===== src/rtl/alu_op_sequencer.sv =====
// Sequences one request at a time through an external registered ALU: ISSUE -> WAIT -> RESP, 3 cycles accept-to-response; illegal ops answer in 1.
// Backpressure: req_ready only in IDLE; RESP holds all rsp_* until rsp_ready. ALU_SEQ_DIVZERO_CHECK_EN rejects op 1100 with a == 0.
module alu_op_sequencer (
    input  logic        clk,
    input  logic        rst,
    input  logic        req_valid,
    output logic        req_ready,
    input  logic [3:0]  req_op,
    input  logic [17:0] req_a,
    input  logic [17:0] req_b,
    output logic [3:0]  alu_sel,
    output logic [17:0] alu_a,
    output logic [17:0] alu_b,
    input  logic [17:0] alu_c,
    input  logic        alu_lsb,
    input  logic        alu_neg,
    output logic        rsp_valid,
    input  logic        rsp_ready,
    output logic [17:0] rsp_data,
    output logic        rsp_lsb,
    output logic        rsp_neg,
    output logic        rsp_err,
    output logic        busy
);

    typedef enum logic [1:0] {
        IDLE  = 2'd0,
        ISSUE = 2'd1,
        WAIT  = 2'd2,
        RESP  = 2'd3
    } state_t;

    typedef struct packed {
        logic [3:0]  op;
        logic [17:0] a;
        logic [17:0] b;
    } req_t;

    typedef struct packed {
        logic [17:0] data;
        logic        lsb;
        logic        neg;
        logic        err;
    } rsp_t;

    state_t state;
    state_t state_nxt;
    req_t   lat_q;
    req_t   lat_d;
    rsp_t   rsp_q;
    rsp_t   rsp_d;
    logic   op_bad;
    logic   div_zero;

`ifdef ALU_SEQ_DIVZERO_CHECK_EN
    assign div_zero = (req_op == 4'hC) && (req_a == 18'd0);
`else
    assign div_zero = 1'b0;
`endif

    // Ops outside 0001..1101 never reach the ALU; they are answered with an error.
    assign op_bad = (req_op == 4'h0) || (req_op >= 4'hE) || div_zero;

    always_ff @(posedge clk) begin
        if (rst) begin
            state <= IDLE;
            lat_q <= '0;
            rsp_q <= '0;
        end else begin
            state <= state_nxt;
            lat_q <= lat_d;
            rsp_q <= rsp_d;
        end
    end

    always_comb begin
        state_nxt = state;
        lat_d     = lat_q;
        rsp_d     = rsp_q;
        case (state)
            IDLE: begin
                if (req_valid) begin
                    lat_d.op = req_op;
                    lat_d.a  = req_a;
                    lat_d.b  = req_b;
                    if (op_bad) begin
                        rsp_d.data = 18'd0;
                        rsp_d.lsb  = 1'b0;
                        rsp_d.neg  = 1'b0;
                        rsp_d.err  = 1'b1;
                        state_nxt  = RESP;
                    end else begin
                        state_nxt  = ISSUE;
                    end
                end
            end
            ISSUE: begin
                state_nxt = WAIT;
            end
            WAIT: begin
                // ALU registered its result at the end of ISSUE.
                rsp_d.data = alu_c;
                rsp_d.lsb  = alu_lsb;
                rsp_d.neg  = alu_neg;
                rsp_d.err  = 1'b0;
                state_nxt  = RESP;
            end
            RESP: begin
                if (rsp_ready) begin
                    state_nxt = IDLE;
                end
            end
            default: begin
                state_nxt = IDLE;
            end
        endcase
    end

    assign req_ready = (state == IDLE);
    assign busy      = (state != IDLE);
    assign rsp_valid = (state == RESP);

    // A zero select makes the ALU hold its result outside the single ISSUE cycle.
    assign alu_sel   = (state == ISSUE) ? lat_q.op : 4'h0;
    assign alu_a     = lat_q.a;
    assign alu_b     = lat_q.b;

    assign rsp_data  = rsp_q.data;
    assign rsp_lsb   = rsp_q.lsb;
    assign rsp_neg   = rsp_q.neg;
    assign rsp_err   = rsp_q.err;

    property p_rsp_hold;
        @(posedge clk) disable iff (rst)
            (state == RESP && !rsp_ready) |=> (state == RESP && $stable(rsp_q));
    endproperty
    a_rsp_hold: assert property (p_rsp_hold);

endmodule


===== config.mk =====
export PLATFORM = sky130hd
export DESIGN_NAME = alu_op_sequencer
export DESIGN_NICKNAME = d
export VERILOG_FILES = /design/src/rtl/alu_op_sequencer.sv
export SDC_FILE = /design/constraint.sdc
export NUM_CORES = 1
export LEC_CHECK = 0
export ABC_CLOCK_PERIOD_IN_PS = 2250
export CORE_UTILIZATION = 44
export CTS_BUF_LIST = sky130_fd_sc_hd__clkbuf_8 sky130_fd_sc_hd__clkbuf_16
export CTS_CLUSTER_SIZE = 10
export DETAILED_ROUTE_END_ITERATION = 8
export GPL_ROUTABILITY_DRIVEN = 1
export PLACE_DENSITY = 0.81
export SLEW_MARGIN = 20
export SYNTH_ARGS = -nofsm -noshare
export SYNTH_HDL_FRONTEND = slang
export SYNTH_SLANG_ARGS = --single-unit

===== constraint.sdc =====
create_clock -name clk -period 2.25 [get_ports clk]
set_input_delay 0.5625 -clock clk [delete_from_list [all_inputs] [get_ports clk]]
set_output_delay 0.5625 -clock clk [all_outputs]
set_load 0.005 [all_outputs]

==> results.md <==
- HPWL after DPL: around 5.8 mm
- WL per Instance: 16.1 um
- Worst setup margin: between 80 and 90 ps
- CTS Buf Count: 9
- Row cnt: 30
- Placed Area: 4340 um2
- Largest net degree at the start of global routing: 48
- Worst setup SP type: flop
- I/O pin cnt: 128
- PwrDens: between 1000 and 1500 nW/um2
- Worst reg2reg startpoint: state[0]
- Number of synthesized flops with an enable pin: 0
- Tot Pwr: 4.72 mW
- Top sig layer: met4
- DRT iter0 DRCs: between 150 and 200
- Leading cell type by number of instances after synthesis: nand2_1
- Worst slew pin tran: approximately 660 ps
- RSZ-0062 raised after global routing: no
- Pre-CTS setup slack: -101 ps
- Clk root buf: clkbuf_8
- Yosys reg bits: 63
- Via/cell ratio: 5.64
- M1 WL: approximately 3.7 mm
- Synth top area cells: dfxtp_1 39%, nand2_1 9.5%, o221ai_2 9.2%, buf_4 8.3%, a21oi_1 6.2%
- Slowest CP cell: clkdlybuf4s50_1
- H-tree depth: 3
- Final Critical Period: 2170 ps
- FF-to-FF setup slack: roughly 400 ps
- Worst-path fanout max: 5
- Async SR Flop Fraction: 0%
- Antenna violations before repair: 0
- Post-layout instance area: 4580 um2
- Fin Setup TNS: 0 ps
- Total global routing overflow: 0
- Worst Setup Path Type: flop to output pin
- Met2 WL: 4.39 mm
- Post-synth top area share: 38.8%
- Chip height: between 80 and 90 um
- Clk sink count: between 60 and 70
- Initial core utilization: 46.6%
- Die Area: 7740 um2
- Clk pin slew, worst setup/hold paths: approximately 70 ps
- Yosys warns: 0
- Fin. Hold Viols: 0
- First-pass GRT wire length: 14.0 mm
- Fin. max-slew vios: 0
- Post-Route WL: 8.93 mm
- Leakage Power: 1.54 nW
- Count of final setup violators: 0
- Layout Nets: 523
- Outcome: complete, no violations
- Crit path launch: state[0]
- Primary FF master, synth: dfxtp_1
- Slowest cell delay on critical path: 490 ps
- Number of distinct library cells after synthesis: 33
- RePlAce Congestion: 0.739
- Buffers on Ports: 127
- DRC viols: 0
- Layout area overhead: 41.0%
- Vias in the first global route: 2,983
- Syn nets: 442
- Worst-Skew Late Latency: 340 ps
- Max Cap Viol: 0
- WHS: between 400 and 500 ps
- VDD IR max: 0.891 mV
- Post-Syn Area: between 3000 and 4000 um2
- DR vias: roughly 3,100
- Die Wd: 88.0 um
- Layout cells sized above 1: a little over an eighth
- Postcts setup bufs: 0
- CTS tree: done
- Total Routing Usage GR: a little under a quarter
- Clk_skew: 9.49 ps
- Fmax: 461 MHz
- Register area share after synthesis: 38.8%
- Clk buf depth: 2
- Mapped Avg Cell Area: 8.71 um2
- # diodes: 0
- Hold Buf Count CTS: 0
- Synth top cells by count: 82 x nand2_1, 63 x dfxtp_1, 40 x a21oi_1
- CP arrival: 1610 ps
- Pre-antenna DRT Iters: 4
- Cells after synthesis: between 300 and 400
- Metal3 WL: 651 um
- Critical Path End: busy
- Critical-path cell list: inv_1 > ha_4 > inv_2 > clkdlybuf4s50_1
- Total core area: about 7000 um2
- Reg2reg path depth: 6
- HP Class: flop to flop
- Crit. End Element: output pin
- Reg2reg end: rsp_data[2]
- Synth area leader: dfxtp_1
- Slew Limit Headroom: 55.1%
- Period utilisation layout: between 90% and 100%
- Worst EP required: 1690 ps
- Antenna-violating nets left: 0
-- worst min-delay path by stage --
stage | cells past startpoint | startpoint | endpoint
after CTS | 2 | alu_b[9] | alu_b[9]
final | 2 | alu_b[9] | alu_b[9]
after detailed placement | 2 | alu_b[9] | alu_b[9]
after floorplan | 2 | lat_q[36] | lat_q[36]
after global routing | 2 | alu_a[9] | alu_a[9]
after global placement | 2 | lat_q[37] | lat_q[37]
-- layout by cell type, fill, tap and decap left out, types with 2 or more instances in the layout --
cell	count
clkdlybuf4s50_1	126
nand2_1	82
dfxtp_1	62
a21oi_1	40
nand3_1	20
o2111ai_1	20
o221ai_2	20
a32oi_1	17
buf_4	13
clkbuf_8	10
and2_1	5
clkinvlp_4	4
inv_1	3
nor2b_1	3
a22oi_1	3
ha_1	3
buf_12	3
inv_2	2
nor2_1	2
or4_1	2
ha_4	2
-- metal layers --
| metal | GRT usage, % | vias up |
|---|---|---|
| met5 | 0 | - |
| met4 | 9.24 | 0 |
| met3 | 5.00 | 14 |
| met2 | 38.5 | 141 |
| met1 | 28.7 | 1495 |
| li1 | - | 1478 |
-- power breakdown --
group          switching (mW)  internal [mW]  total (mW)
clock                   0.480          0.545        1.03
sequential              0.177           1.38        1.56
combinational            1.04           1.10        2.14
total                    1.70           3.02        4.72
-- worst max-delay path: cells and delay by family (launching register included) --
kind	cells	cell delay (ps)
adders and majority gates	1	210
buffers and inverters	3	670
DFF	1	390
-- sequential cells by signal, summed over array words and instances (netlist names) --
name,flops
alu_a,18
alu_b,18
rsp_data,18
lat_q,4
state,2
rsp_err,1
rsp_lsb,1
rsp_neg,1
-- cell families after synthesis --
family	synth area share, %
buf+inv	14.7
mux	0.308
fa+ha+maj	1.92
simple gates	17.1
flops	38.8
compound gates	27.2
-- per-stage QoR --
step	utilization [%]	cells
final	65.6	555
after floorplan	-	373
after CTS	65.2	555
after global placement	62.2	539
after global routing	65.6	555
after detailed placement	62.2	539
-- repair_timing --
item	CTS	global route
resized for setup	2	5
pin swaps	0	0
endpoints found under the setup margin	1	13
-- final cells by class --
class	instances	area, um2
Clock inverter	6	68.8
Inverter	5	18.8
Sequential cell	63	1260
Timing Repair Buffer	143	1420
Fill cell	607	2400
Tap cell	96	120
Clock buffer	10	138
Multi-Input combinational cell	232	1550
Note: power is estimated with default switching activity, not from simulation.
